## config.mk

```make
export PLATFORM = sky130hd
export DESIGN_NAME = control_sequencer
export DESIGN_NICKNAME = d
export VERILOG_FILES = /design/src/rtl/be8_pkg.sv /design/src/rtl/step_edge.sv /design/src/rtl/control_sequencer.sv
export SDC_FILE = /design/constraint.sdc
export NUM_CORES = 1
export LEC_CHECK = 0
export BUFFER_PORTS_ARGS = -buffer_cell sky130_fd_sc_hd__buf_2
export CAP_MARGIN = 10
export CORE_UTILIZATION = 47
export CTS_BUF_LIST = sky130_fd_sc_hd__clkbuf_4 sky130_fd_sc_hd__clkbuf_8 sky130_fd_sc_hd__clkbuf_16
export DETAILED_ROUTE_END_ITERATION = 12
export PLACE_DENSITY = 0.86
export SYNTH_ARGS = -nofsm -noshare
export SYNTH_HDL_FRONTEND = slang
export SYNTH_HIERARCHICAL = 1
export SYNTH_SLANG_ARGS = --single-unit
export TNS_END_PERCENT = 50
```

## constraint.sdc

```tcl
create_clock -name clk_i -period 3.1 [get_ports clk_i]
set_input_delay 0.465 -clock clk_i [delete_from_list [all_inputs] [get_ports clk_i]]
set_output_delay 0.465 -clock clk_i [all_outputs]
set_load 0.005 [all_outputs]
```

## src/rtl/be8_pkg.sv

```systemverilog
// Shared encodings for the BE8 control unit: opcodes, sequencer states and the
// internal control-word bit order (every bit active-high inside the control unit).
package be8_pkg;

  localparam logic [3:0] OP_NOP = 4'h0;
  localparam logic [3:0] OP_LDA = 4'h1;
  localparam logic [3:0] OP_ADD = 4'h2;
  localparam logic [3:0] OP_SUB = 4'h3;
  localparam logic [3:0] OP_STA = 4'h4;
  localparam logic [3:0] OP_LDI = 4'h5;
  localparam logic [3:0] OP_JMP = 4'h6;
  localparam logic [3:0] OP_JC  = 4'h7;
  localparam logic [3:0] OP_JZ  = 4'h8;
  localparam logic [3:0] OP_IN  = 4'h9;
  localparam logic [3:0] OP_OUT = 4'hE;
  localparam logic [3:0] OP_HLT = 4'hF;

  // T-states encode their own number so T_STATE can be taken straight from the register.
  typedef enum logic [2:0] {
    StT0   = 3'd0,
    StT1   = 3'd1,
    StT2   = 3'd2,
    StT3   = 3'd3,
    StT4   = 3'd4,
    StClr  = 3'd5,
    StHalt = 3'd6
  } state_e;

  localparam int unsigned CwW  = 18;
  localparam int unsigned CwCe = 17;
  localparam int unsigned CwSu = 16;
  localparam int unsigned CwRi = 15;
  localparam int unsigned CwAi = 14;
  localparam int unsigned CwBi = 13;
  localparam int unsigned CwOi = 12;
  localparam int unsigned CwIi = 11;
  localparam int unsigned CwJ  = 10;
  localparam int unsigned CwFi = 9;
  localparam int unsigned CwMi = 8;
  localparam int unsigned CwDo = 7;
  localparam int unsigned CwAo = 6;
  localparam int unsigned CwBo = 5;
  localparam int unsigned CwIo = 4;
  localparam int unsigned CwCo = 3;
  localparam int unsigned CwEo = 2;
  localparam int unsigned CwRo = 1;
  localparam int unsigned CwNo = 0;

  typedef logic [CwW-1:0] cw_t;

endpackage

```

## src/rtl/step_edge.sv

```systemverilog
// Single-step edge detector: pulses step_rise_o on the first cycle STEP is seen high.
module step_edge (
  input  logic clk_i,
  input  logic rst_i,
  input  logic step_i,
  output logic step_rise_o
);

  logic step_q;

  always_ff @(posedge clk_i or posedge rst_i) begin
    if (rst_i) begin
      step_q <= 1'b0;
    end else begin
      step_q <= step_i;
    end
  end

  assign step_rise_o = step_i & ~step_q;

endmodule

```

## src/rtl/control_sequencer.sv

```systemverilog
// BE8 control unit: 5 T-state fetch/execute sequencer with free-run/single-step,
// post-reset CLR pulse and HALT state; decodes state/opcode/flags to datapath strobes.
module control_sequencer
  import be8_pkg::*;
#(
  parameter int unsigned ClrCycles = 1
) (
  input  logic       clk_i,
  input  logic       rst_i,
  input  logic       run_i,
  input  logic       step_i,
  input  logic [3:0] opcode_i,
  input  logic       cf_i,
  input  logic       zf_i,
  output logic       clr_o,
  output logic       ce_o,
  output logic       su_o,
  output logic       ri_o,
  output logic       ain_o,
  output logic       bin_o,
  output logic       oin_o,
  output logic       iin_o,
  output logic       jn_o,
  output logic       fin_o,
  output logic       min_o,
  output logic       don_o,
  output logic       aon_o,
  output logic       bon_o,
  output logic       ion_o,
  output logic       con_o,
  output logic       eon_o,
  output logic       ron_o,
  output logic       non_o,
  output logic [2:0] t_state_o,
  output logic       halted_o
);

  localparam int unsigned ClrW = (ClrCycles > 1) ? $clog2(ClrCycles) : 1;

  state_e          state_q, state_d;
  logic [ClrW-1:0] clr_cnt_q, clr_cnt_d;
  logic            step_rise;
  logic            adv;
  cw_t             cw, cw_gated;

  step_edge u_step_edge (
    .clk_i       (clk_i),
    .rst_i       (rst_i),
    .step_i      (step_i),
    .step_rise_o (step_rise)
  );

  assign adv = run_i | step_rise;

  always_ff @(posedge clk_i or posedge rst_i) begin
    if (rst_i) begin
      state_q   <= StClr;
      clr_cnt_q <= '0;
    end else begin
      state_q   <= state_d;
      clr_cnt_q <= clr_cnt_d;
    end
  end

  always_comb begin
    state_d   = state_q;
    clr_cnt_d = clr_cnt_q;
    unique case (state_q)
      StClr: begin
        if (clr_cnt_q == ClrW'(ClrCycles - 1)) begin
          state_d   = StT0;
          clr_cnt_d = '0;
        end else begin
          clr_cnt_d = clr_cnt_q + 1'b1;
        end
      end
      StT0: if (adv) state_d = StT1;
      StT1: if (adv) state_d = StT2;
      StT2: if (adv) state_d = (opcode_i == OP_HLT) ? StHalt : StT3;
      StT3: if (adv) state_d = StT4;
      StT4: if (adv) state_d = StT0;
      StHalt: state_d = StHalt;
      default: state_d = StClr;
    endcase
  end

  // Micro-op decode; flags only matter in T2, opcode ignored during fetch.
  always_comb begin
    cw = '0;
    unique case (state_q)
      StT0: begin
        cw[CwCo] = 1'b1;
        cw[CwMi] = 1'b1;
      end
      StT1: begin
        cw[CwRo] = 1'b1;
        cw[CwIi] = 1'b1;
        cw[CwCe] = 1'b1;
      end
      StT2: begin
        case (opcode_i)
          OP_NOP: ;
          OP_LDA, OP_ADD, OP_SUB, OP_STA: begin
            cw[CwIo] = 1'b1;
            cw[CwMi] = 1'b1;
          end
          OP_LDI: begin
            cw[CwIo] = 1'b1;
            cw[CwAi] = 1'b1;
          end
          OP_JMP: begin
            cw[CwIo] = 1'b1;
            cw[CwJ]  = 1'b1;
          end
          OP_JC: begin
            cw[CwIo] = cf_i;
            cw[CwJ]  = cf_i;
          end
          OP_JZ: begin
            cw[CwIo] = zf_i;
            cw[CwJ]  = zf_i;
          end
          OP_IN: begin
            cw[CwNo] = 1'b1;
            cw[CwAi] = 1'b1;
          end
          OP_OUT: begin
            cw[CwAo] = 1'b1;
            cw[CwOi] = 1'b1;
          end
          default: ;
        endcase
      end
      StT3: begin
        case (opcode_i)
          OP_LDA: begin
            cw[CwRo] = 1'b1;
            cw[CwAi] = 1'b1;
          end
          OP_ADD, OP_SUB: begin
            cw[CwRo] = 1'b1;
            cw[CwBi] = 1'b1;
          end
          OP_STA: begin
            cw[CwAo] = 1'b1;
            cw[CwRi] = 1'b1;
          end
          default: ;
        endcase
      end
      StT4: begin
        if (opcode_i == OP_ADD || opcode_i == OP_SUB) begin
          cw[CwEo] = 1'b1;
          cw[CwAi] = 1'b1;
          cw[CwFi] = 1'b1;
          cw[CwSu] = (opcode_i == OP_SUB);
        end
      end
      default: cw = '0;
    endcase
  end

  // A paused CPU must load nothing, so strobes only fire on advancing cycles.
  assign cw_gated = adv ? cw : '0;

  assign clr_o    = (state_q == StClr);
  assign halted_o = (state_q == StHalt);

  always_comb begin
    t_state_o = state_q;
    if (state_q == StClr) t_state_o = 3'd0;
    if (state_q == StHalt) t_state_o = 3'd2;
  end

  assign ce_o  = cw_gated[CwCe];
  assign su_o  = cw_gated[CwSu];
  assign ri_o  = cw_gated[CwRi];
  assign ain_o = ~cw_gated[CwAi];
  assign bin_o = ~cw_gated[CwBi];
  assign oin_o = ~cw_gated[CwOi];
  assign iin_o = ~cw_gated[CwIi];
  assign jn_o  = ~cw_gated[CwJ];
  assign fin_o = ~cw_gated[CwFi];
  assign min_o = ~cw_gated[CwMi];
  assign don_o = ~cw_gated[CwDo];
  assign aon_o = ~cw_gated[CwAo];
  assign bon_o = ~cw_gated[CwBo];
  assign ion_o = ~cw_gated[CwIo];
  assign con_o = ~cw_gated[CwCo];
  assign eon_o = ~cw_gated[CwEo];
  assign ron_o = ~cw_gated[CwRo];
  assign non_o = ~cw_gated[CwNo];

endmodule

```

# After elaboration in Yosys (flattened, before gate mapping)
# Cells that the tools add are included.
[classes]
addsub = 1
n_eq_ne = 23
mux = 38
n_bitwise = 18
n_reduce_logical = 8
[op_table]
columns = ["operator", "count"]
rows = [
  ["two-way mux 3 bit", 9],
  ["two-way mux 1 bit", 21],
  ["case mux 3 bit (7 select lines)", 1],
  ["two-way mux 18 bit", 1],
  ["== test 4 x 3 -> 1 bit, second input constant", 4],
  ["== test 4 bit, second input constant", 4],
  ["NOT 1 bit", 16],
  ["inequality test 2 bit, second input constant", 6],
  ["== test 3 bit, second input constant", 3],
  ["case mux 1 bit (3 select lines)", 3],
  ["== test 4 x 2 -> 1 bit, second input constant", 2],
  ["== test 3 x 2 -> 1 bit, second input constant", 2],
  ["case mux 1 bit (2 select lines)", 3],
  ["AND reduction 6 bit", 1],
  ["OR reduction 6 bit", 1],
  ["== test 4 x 1 -> 1 bit, second input constant", 1],
  ["OR reduction 2 bit", 2],
  ["OR reduction 4 bit", 1],
  ["== test 3 x 1 -> 1 bit, second input constant", 1],
  ["zero test 3 bit", 1],
  ["OR reduction 3 bit", 1],
  ["adder 1 bit, second input constant", 1],
  ["bitwise AND 1 bit", 1],
  ["logical OR 1 bit", 1],
  ["bitwise OR 1 bit", 1],
]
[totals]
ff_bits = 5
output_inout_bits = 23
elab_cells = 91

# Longest topological paths before layout
# Gate-level depths: netlist of the first run.
[depth]
ltp_word = 6
depth_mapped = 5

# Cells and area by module
# The synthesis of the first run kept the hierarchy.
[modules_own_cells]
columns = ["mod", "instances", "cells_per_inst", "area_each_um2"]
rows = [
  ["control_sequencer", 1, 85, 576.8],
  ["step_edge", 1, 3, 42.5],
]

# Worst setup path before layout of the first run
# Ideal clock, no wire load.
[synth_timing]
path_type = "register -> output"
from = "register state_q[0]"
to = "output port ri_o"
arrival_ps = 1163
setup_slack_ps = 1472
stages_incl_launch_ff = 6
n_path_buf = 2
cell_sequence = "dfstp_2 -> buf_4 -> inv_2 -> buf_4 -> nor3_2 -> and3_1"
[synth_between]
elab_chain_cells = 3
[synth_rtl]
columns = ["element", "line", "text"]
rows = [
  ["start, declared", "control_sequencer.sv:40", "state_e state_q, state_d;"],
  ["start signal, assigned", "control_sequencer.sv:57", "state_q <= StClr;"],
  ["start signal, assigned", "control_sequencer.sv:60", "state_q <= state_d;"],
  ["== test 3 x 2 -> 1 bit", "control_sequencer.sv:90", "unique case (state_q)"],
  ["two-way mux 1 bit", "control_sequencer.sv:90", ""],
  ["two-way mux 18 bit", "control_sequencer.sv:164", "assign cw_gated = adv ? cw : '0;"],
  ["end, declared", "control_sequencer.sv:18", "output logic ri_o,"],
]
# Every way passes these cells.

# Worst setup path in the final report of the first run
[layout_timing]
from = "register state_q[1]"
to = "output port ain_o"
[layout_between]
elab_chain_cells = 4
[layout_rtl]
columns = ["element", "line", "text"]
rows = [
  ["== test 3 bit / == test 3 x 2 -> 1 bit (equally long branches)", "control_sequencer.sv:90", ""],
  ["case mux 1 bit (3 select lines) *", "control_sequencer.sv:90", ""],
  ["two-way mux 18 bit *", "control_sequencer.sv:164", ""],
  ["NOT 1 bit *", "control_sequencer.sv:178", "assign ain_o = ~cw_gated[CwAi];"],
  ["end, declared", "control_sequencer.sv:19", "output logic ain_o,"],
]
# Every way passes the cells marked *; elsewhere a longest branch is shown, timed or not.

==> results of run 1 <==
## state kept, by name, indices dropped and copies added, names as in the netlist
name,count
u_step_edge/step_q,1
state_q,3
## metrics by stage
stage / instances / power, mW / util (%)
3_3_place_gp: 121 / 0.382 / 60.1
4_1_cts: 125 / 0.480 / 62.7
5_1_grt: 125 / 0.515 / 62.7
2_1_floorplan: 89 / 0.328 / -
6_report: 125 / 0.474 / 62.7
3_5_place_dp: 121 / 0.391 / 60.1
## power breakdown
part | total, mW | switching [mW] | internal [mW]
Clock | 0.0850 | 0.0276 | 0.0574
Combinational | 0.251 | 0.134 | 0.118
Sequential | 0.138 | 0.0553 | 0.0825
Total | 0.474 | 0.217 | 0.257
## placed cells by master, fill, tap and decap left out
master,Yosys,routed
dfstp_2,2,2
o21a_1,1,1
o21ba_2,1,1
a21oi_1,5,5
nor2_2,1,1
o21ai_0,8,8
inv_1,3,3
and4b_4,1,1
nand3_1,3,3
dfrtp_1,2,2
or3_1,1,1
and3_1,4,4
nor2b_1,2,2
nor3b_1,1,1
nor2_1,5,5
clkbuf_4,0,4
nor4bb_1,1,1
o211ai_1,1,1
o31ai_1,1,1
nor2b_4,1,1
a211o_1,1,1
a21o_1,1,1
nand2b_1,3,3
xnor2_1,1,1
nand4_1,3,3
nor3_1,2,2
o21bai_1,1,1
o311ai_1,1,1
nand3b_1,1,1
inv_2,2,2
conb_1,1,2
or2_2,1,1
a41o_1,1,1
buf_2,3,30
and3b_1,1,1
nand2_1,10,10
nor3_2,1,1
and4bb_1,1,1
## path summary, 6_finish.rpt
kind | cells past startpoint | to | slack, ps | start
setup / recovery | 4 | ain_o | 970 | state_q[1]
setup reg to reg | 3 | state_q[1] | 1940 | state_q[0]
max in group asynchronous | 2 | state_q[2] | 2810 | rst_i
min in group clk_i | 1 | u_step_edge/step_q | 340 | step_i
hold / removal | 2 | u_step_edge/step_q | 60 | rst_i
hold reg to reg | 2 | state_q[2] | 600 | state_q[2]
## cell families (layout without fill, tap and decap cells)
| kind of cell | Yosys count | after routing | share of synthesized area (%) |
|---|---|---|---|
| compound gates | 22 | 22 | 22.6 |
| xor+xnor | 1 | 1 | 1.41 |
| buf+inv | 17 | 39 | 17.0 |
| flops | 4 | 4 | 16.6 |
| other cells | 1 | 2 | 0.605 |
| simple gates | 43 | 43 | 41.8 |
## per-layer routing
metal	track usage, %	part of all wire, %	vias up
met5	0	0	-
met4	13.4	2.3	0
met3	5.23	5.5	4
met2	36.4	46	28
met1	26.9	46	303
li1	-	-	352
## worst max-delay path, cell delays in order, from the launching register on
cell      delay [ps]
dfrtp_1          550
nand2b_1         210
and4b_4          220
o311ai_1         280
buf_2            160
## final cells by class
| class | count | area, um2 | area share (%) |
|---|---|---|---|
| multi-input cells | 68 | 415 | 56.6 |
| repair buffers | 30 | 150 | 20.4 |
| flip-flops and latches | 4 | 103 | 14.0 |
| clock buffers | 4 | 30.0 | 4.09 |
| inverters | 5 | 18.8 | 2.56 |
| well taps | 14 | 17.5 | 2.39 |
==> results.py, run 1 <==
metrics = {
    "synth": {
        "yosysMostFrequentCell": "nand2_1",
        "synth.avg_cell_area_um2": 7.04,
        "synth.distinct_cells": 40,
        "synthCells": 88,
        "synth_top_area_share_pct": 8.48,
        "ys_warn_count": 6,
        "synth_area_leaders": "dfstp_2 (8.5%), dfrtp_1 (8.1%), buf_4 (7.3%)",
        "synth_common_cells": "nand2_1 (10), o21ai_0 (8), buf_4 (6)",
        "synthesis.area_um2": 619,
        "synth_top_area_cell": "dfstp_2",
        "synth_edf_count": 0,
        "synth_ff_type": "dfstp_2",
        "yosysSeqAreaShare_pct": 16.6,
        "ys_ff_latch": 4,
        "ys_async_sr_fraction_pct": 100,
    },
    "worst_setup_path": {
        "arrival_ps": 1670,
        "crit_type": "flip-flop to output pin",
        "cp.required_ps": 2630,
        "cp_max_fo": 13,
        "startpoint_type": "flip-flop",
        "end_kind": "output pin",
    },
    "clocking": {
        "clk_latency_ps": 250,
        "cts_resized": 0,
        "post-cts-setup-buffers": 0,
        "clk_pin_slew_ps": 40,
        "ctsRootBufferMaster": "clkbuf_4",
        "cts_sinks": 4,
        "htree_num_levels": 1,
        "numCtsBuffers": 3,
        "cts_tree": "done",
        "cts-hold-fix-buffers": 0,
        "clockBufferDepth": 2,
    },
    "grt": {
        "grt.total_usage_pct": 22.6,
        "antenna_found_initial": 0,
        "grt_pass1_vias": 512,
        "grt_pass1_wl_mm": 2.19,
        "gr-total-overflow": 0,
        "grt_max_degree": 14,
    },
    "timing": {
        "final_max_slew_viol_count": 0,
        "fin_crit_ps": 2130,
        "skew_ps": 1.87,
        "period_share_pct": 68.9,
        "setup_ws_ps": 966,
        "hold_violations": 0,
        "setup_viol": 0,
        "clock.fmax_mhz": 469,
        "hold_ws_ps": 61.8,
        "rsz0062_at_grt": "false",
        "setup_tns_ps": 0,
    },
    "place": {
        "gp_congestion": 0.796,
        "dp_hpwl_mm": 1.11,
        "portBuffers": 30,
        "dp_slack_ps": 1150,
        "placed_area_um2": 704,
    },
    "layout": {
        "diodes": 0,
        "final_nets": 122,
        "area_growth_pct": 18.6,
        "drive_above_1_share_pct": 39.6,
        "num-fill-cells": 110,
        "fin_area_um2": 734,
    },
    "detailed_routing": {
        "drc": 0,
        "postRouteAntennaNets": 0,
        "firstDrtPassIters": 4,
        "vias": 687,
        "wl_per_cell_um": 11.6,
        "drt-total-wl_mm": 1.46,
        "avgViaCountPerCell": 5.50,
        "drt-initial-drc-count": 9,
    },
    "outcome": {
        "status": "completed",
    },
    "floorplan": {
        "die_area_um2": 1470,
        "rows": 12,
        "ios": 33,
        "chipWidth_um": 38.3,
        "start_util_pct": 52.9,
        "core_area_um2": 1170,
        "fp.dieH_um": 38.3,
    },
    "power": {
        "vdd_drop_max_mv": 0.596,
        "p_leak_nw": 0.344,
        "power_density_nw_per_um2": 646,
    },
    "hold_path": {
        "hp-class": "input pin to asynchronous set/reset pin",
    },
    "run": {
        "cap_violations": 0,
    },
}
Note: power is estimated with default switching activity, not from simulation.
==> inputs of run 2 (changes only) <==
--- a/config.mk
+++ b/config.mk
@@ -7,10 +7,10 @@
 export LEC_CHECK = 0
 export BUFFER_PORTS_ARGS = -buffer_cell sky130_fd_sc_hd__buf_2
 export CAP_MARGIN = 10
-export CORE_UTILIZATION = 47
+export CORE_UTILIZATION = 39
 export CTS_BUF_LIST = sky130_fd_sc_hd__clkbuf_4 sky130_fd_sc_hd__clkbuf_8 sky130_fd_sc_hd__clkbuf_16
 export DETAILED_ROUTE_END_ITERATION = 12
-export PLACE_DENSITY = 0.86
+export PLACE_DENSITY = 0.77
 export SYNTH_ARGS = -nofsm -noshare
 export SYNTH_HDL_FRONTEND = slang
 export SYNTH_HIERARCHICAL = 1
==> constraint.sdc (replaced) <==
create_clock -name clk_i -period 1.95 [get_ports clk_i]
set_input_delay 0.2925 -clock clk_i [delete_from_list [all_inputs] [get_ports clk_i]]
set_output_delay 0.2925 -clock clk_i [all_outputs]
set_load 0.005 [all_outputs]
==> run 2 against run 1 <==
Effect of this change:
- clock skew increased by 3.3 ps
- clock power increased by 21%
- via count increased by 3.8%
- the run now ends with DRC left
- largest cell class unchanged
==> results.py, run 2 (synthesis gave the netlist of run 1 again) <==
metrics = {
    "detailed_routing": {
        "vias": 713,
        "wl_per_cell_um": 11.7,
        "drt-initial-drc-count": 13,
        "firstDrtPassIters": 8,
        "avgViaCountPerCell": 5.48,
        "drc": 1,
        "postRouteAntennaNets": 0,
        "drt-total-wl_mm": 1.52,
    },
    "clocking": {
        "htree_num_levels": 1,
        "cts_sinks": 4,
        "clk_latency_ps": 230,
        "ctsRootBufferMaster": "clkbuf_4",
        "cts_tree": "done",
        "clockBufferDepth": 2,
        "numCtsBuffers": 3,
        "clk_pin_slew_ps": 30,
    },
    "power": {
        "p_int_uw": 424,
        "p_leak_nw": 0.359,
        "clkPwrFrac_pct": 13.3,
        "vdd_drop_max_mv": 0.702,
        "p_sw_uw": 346,
        "p_comb_share_pct": 62.1,
        "swShare_pct": 44.9,
        "design_power_total_uw": 771,
        "pwr-share-seq_pct": 24.6,
        "power_density_nw_per_um2": 1010,
    },
    "hold_path": {
        "hp-class": "input pin to flip-flop",
    },
    "grt": {
        "grt_pass1_vias": 611,
        "gr-total-overflow": 0,
        "antenna_found_initial": 0,
        "grt_pass1_wl_mm": 2.59,
        "grt.total_usage_pct": 18.6,
        "grt_max_degree": 14,
    },
    "timing": {
        "fin_crit_ps": 1870,
        "setup_tns_ps": 0,
        "setup_ws_ps": 76.0,
        "final_max_slew_viol_count": 0,
        "setup_viol": 0,
        "rsz0062_at_grt": "false",
        "skew_ps": 5.17,
        "period_share_pct": 96.1,
        "hold_violations": 0,
        "clock.fmax_mhz": 534,
    },
    "worst_setup_path": {
        "r2r_setup_slack_ps": 830,
        "startpoint_type": "flip-flop",
        "crit_type": "flip-flop to output pin",
        "end_kind": "output pin",
        "arrival_ps": 1580,
        "cp_max_fo": 8,
        "worstReg2RegEnd": "state_q[1]",
        "worstSetupStartpoint": "state_q[0]",
        "critPathCapture": "ain_o",
        "cp.required_ps": 1660,
        "worstRegToRegCells": 3,
        "crit-reg2reg-launch": "state_q[2]",
    },
    "run": {
        "cap_violations": 0,
    },
    "floorplan": {
        "chipWidth_um": 41.9,
        "start_util_pct": 41.6,
        "core_area_um2": 1490,
        "rows": 14,
        "fp.dieH_um": 41.9,
        "die_area_um2": 1750,
        "ios": 33,
    },
    "layout": {
        "final_cell_mix": "buf_2 (30), nand2_1 (10), o21ai_0 (8)",
        "top_register": "state_q",
        "final_common_cell": "buf_2",
        "largestRegisters": "state_q: 3 flops, u_step_edge/step_q: 1 flops",
        "diodes": 0,
        "final_nets": 126,
        "largest_reg_flops": 3,
        "drive_above_1_share_pct": 40.4,
        "instances_no_fill": 130,
        "area_growth_pct": 23.0,
        "fin_area_um2": 762,
    },
    "place": {
        "dp_slack_ps": 300,
        "placed_area_um2": 714,
        "gp_congestion": 0.795,
        "dp_hpwl_mm": 1.16,
        "placed_cells": 124,
        "portBuffers": 30,
    },
    "outcome": {
        "status": "finished with violations",
        "failed_checks": "DRC",
    },
}
-- run 2: changes by cell type in the layout (fill, tap and decap cells not counted), sizes merged --
cell         previous run  this run
buf                    30        33
dlygate4sd3             0         1
clkbuf                  4         3
-- run 2: metrics by stage --
stage	hold WS [ps]	util, %
floorplan	21.2	-
global placement	136	48.0
detailed placement	138	48.0
CTS	189	50.2
global route	184	51.2
finish	201	51.2
-- run 2: cell type report --
class,count,area [um2]
clock buffers,3,22.5
fillers,152,727
inverters,5,18.8
multi-input cells,68,415
flip-flops and latches,4,103
well taps,16,20.0
repair buffers,34,183
-- run 2: metal layers --
layer | vias to the layer above | GRT usage, % | share of wire [%]
li1 | 359 | - | -
met1 | 320 | 25.3 | 45
met2 | 30 | 29.4 | 46
met3 | 4 | 3.91 | 6.8
met4 | 0 | 5.81 | 1.7
met5 | - | 0 | 0
-- run 2: power groups by stage --
stage	logic, mW	clock network [mW]	registers [mW]
detailed placement	0.439	0	0.198
finish	0.479	0.103	0.189
CTS	0.444	0.106	0.198
global placement	0.432	0	0.193
global route	0.537	0.115	0.198
floorplan	0.380	0	0.141
-- run 2: what timing repair did --
item / in CTS / in global routing
gates resized for setup: 0 / 0
buffers inserted: 0 / 2
endpoints found under the hold margin: 2 / 0
hold buffers: 1 / 0
endpoints found under the setup margin: 0 / 1
-- run 2: how the worst min path moves through the flow --
stage / from / endpoint / slack [ps] / depth (start not counted)
after floorplan: rst_i / u_step_edge/step_q / 20 / 1
after global placement: rst_i / u_step_edge/step_q / 140 / 2
after detailed placement: rst_i / u_step_edge/step_q / 140 / 2
after CTS: step_i / u_step_edge/step_q / 190 / 1
after global routing: step_i / u_step_edge/step_q / 180 / 1
final: step_i / u_step_edge/step_q / 200 / 1
-- run 2: critical path: stages (launching register included) --
cell and delay (ps):
dfstp_2 590, buf_4 140, xnor2_1 60, nor4bb_1 300, o311ai_1 120, buf_2 140
==> inputs of run 3 (changes only) <==
==> constraint.sdc (replaced) <==
create_clock -name clk_i -period 1.95 [get_ports clk_i]
set_input_delay 0 -clock clk_i [delete_from_list [all_inputs] [get_ports clk_i]]
set_output_delay 0 -clock clk_i [all_outputs]
set_load 0.005 [all_outputs]
==> run 3 against run 2 <==
Effect of this change:
- wire length increased by 1.3%
- count of clock-buffer cells in the layout unchanged
- sequential power up 15%
- die area unchanged
- highest routed layer unchanged
- clock skew is essentially flat
- maximum frequency is 16% higher
- first-iteration DRC count rose to 3.2 times the previous value
- largest power group unchanged
- design area is 1.6% lower
- core utilization is 0.84 points lower
- cell count fell by 1.5%
- critical endpoint unchanged
- sequential share of layout area grew 0.22 points
- the run now ends clean
- largest cell class unchanged
==> results.py, run 3 (synthesis gave the netlist of run 1 again) <==
metrics = {
    "grt": {
        "antenna_found_initial": 0,
        "grt_max_degree": 14,
        "grt_pass1_vias": 635,
        "met3_usage_pct": 3.04,
        "busiest_layer": "met2",
        "grt.total_usage_pct": 19.6,
        "use_met2_pct": 28.1,
        "grt_pass1_wl_mm": 2.70,
        "gr-total-overflow": 0,
        "grt_util_met1_pct": 27.8,
    },
    "timing": {
        "setup_tns_ps": 0,
        "hold_violations": 0,
        "clock.fmax_mhz": 619,
        "setup_viol": 0,
        "skew_ps": 5.15,
        "fin_crit_ps": 1620,
        "final_max_slew_viol_count": 0,
        "rsz0062_at_grt": "false",
        "period_share_pct": 82.9,
    },
    "floorplan": {
        "core_area_um2": 1490,
        "start_util_pct": 41.6,
        "die_area_um2": 1750,
        "fp.dieH_um": 41.9,
        "rows": 14,
        "ios": 33,
        "chipWidth_um": 41.9,
    },
    "layout": {
        "final_cell_mix": "buf_2 (30), nand2_1 (10), o21ai_0 (8)",
        "area_growth_pct": 21.0,
        "largestRegisters": "state_q: 3 flops, u_step_edge/step_q: 1 flops",
        "final_common_cell": "buf_2",
        "fin_util_pct": 50.3,
        "top_register": "state_q",
        "instances_no_fill": 128,
        "drive_above_1_share_pct": 38.4,
        "largest_reg_flops": 3,
        "diodes": 0,
        "final_nets": 124,
    },
    "clocking": {
        "ctsRootBufferMaster": "clkbuf_4",
        "clk_latency_ps": 230,
        "clockBufferDepth": 2,
        "clk_pin_slew_ps": 40,
        "cts_resized": 0,
        "cts_tree": "done",
        "numCtsBuffers": 3,
        "cts_sinks": 4,
        "post-cts-setup-buffers": 0,
        "cts-hold-fix-buffers": 2,
        "htree_num_levels": 1,
    },
    "detailed_routing": {
        "vias": 719,
        "avgViaCountPerCell": 5.62,
        "drc": 0,
        "drt-total-wl_mm": 1.54,
        "drt-initial-drc-count": 42,
        "wl_per_cell_um": 12.0,
        "firstDrtPassIters": 4,
        "postRouteAntennaNets": 0,
    },
    "power": {
        "p_sw_uw": 343,
        "swShare_pct": 46.8,
        "p_comb_share_pct": 56.6,
        "vdd_drop_max_mv": 0.719,
        "p_int_uw": 389,
        "p_leak_nw": 0.348,
        "clkPwrFrac_pct": 13.7,
        "power_density_nw_per_um2": 977,
        "pwr-share-seq_pct": 29.6,
    },
    "worst_setup_path": {
        "startpoint_type": "flip-flop",
        "slowest_delay_ps": 560,
        "crit_family": "flip-flops",
        "path_cells": "nand2b_1 -> and4b_4 -> o311ai_1 -> buf_2",
        "cp_slowest_cell": "dfrtp_1",
        "cp.required_ps": 1950,
        "r2r_setup_slack_ps": 790,
        "cp_max_fo": 13,
        "crit_type": "flip-flop to output pin",
        "arrival_ps": 1620,
        "crit_buf_inv": 1,
        "end_kind": "output pin",
    },
    "hold_path": {
        "hp-class": "input pin to flip-flop",
    },
    "place": {
        "gp_congestion": 0.812,
        "placed_cells": 123,
        "dp_hpwl_mm": 1.11,
        "portBuffers": 30,
    },
    "run": {
        "cap_violations": 0,
    },
    "outcome": {
        "status": "completed",
    },
}
[run 3: layout make-up]
class	count	area [um2]
fill	163	739
multi-input combinational	68	415
timing repair buffer	32	170
sequential	4	103
clock buffer	3	22.5
tap	16	20.0
inverter	5	18.8
[run 3: power by group through the flow]
| stage | Combinational [mW] | Sequential, mW | Clock, mW |
|---|---|---|---|
| after global routing | 0.465 | 0.229 | 0.119 |
| after CTS | 0.416 | 0.212 | 0.107 |
| after floorplan | 0.380 | 0.141 | 0 |
| after global placement | 0.403 | 0.206 | 0 |
| after detailed placement | 0.410 | 0.213 | 0 |
| final | 0.415 | 0.217 | 0.101 |
[run 3: stage by stage]
stage	instance area (um2)	hold slack, ps	worst slack [ps]	power [mW]
global route	749	74.3	191	0.812
detailed placement	707	-153	598	0.623
global placement	707	-156	641	0.609
finish	749	75.9	334	0.733
floorplan	623	-271	787	0.521
CTS	749	68.4	339	0.735
[run 3: worst paths after layout]
kind,startpoint,end,cells past startpoint
worst min register to register,state_q[2],state_q[2],2
max in group asynchronous,rst_i,state_q[2],3
min in group asynchronous,rst_i,u_step_edge/step_q,3
worst max register to register,state_q[0],state_q[1],3
worst max-delay path,state_q[1],ain_o,4
worst min-delay path,run_i,state_q[2],3
[run 3: worst min-delay path, cell delays in order]
cell     delay (ps)
buf_2           120
or3_1           110
a21oi_1          60
[run 3: layer usage]
| metal | up-vias | wire, um |
|---|---|---|
| li1 | 352 | - |
| met1 | 331 | 717 |
| met2 | 34 | 689 |
| met3 | 2 | 118 |
| met4 | 0 | 13 |
| met5 | - | 0 |
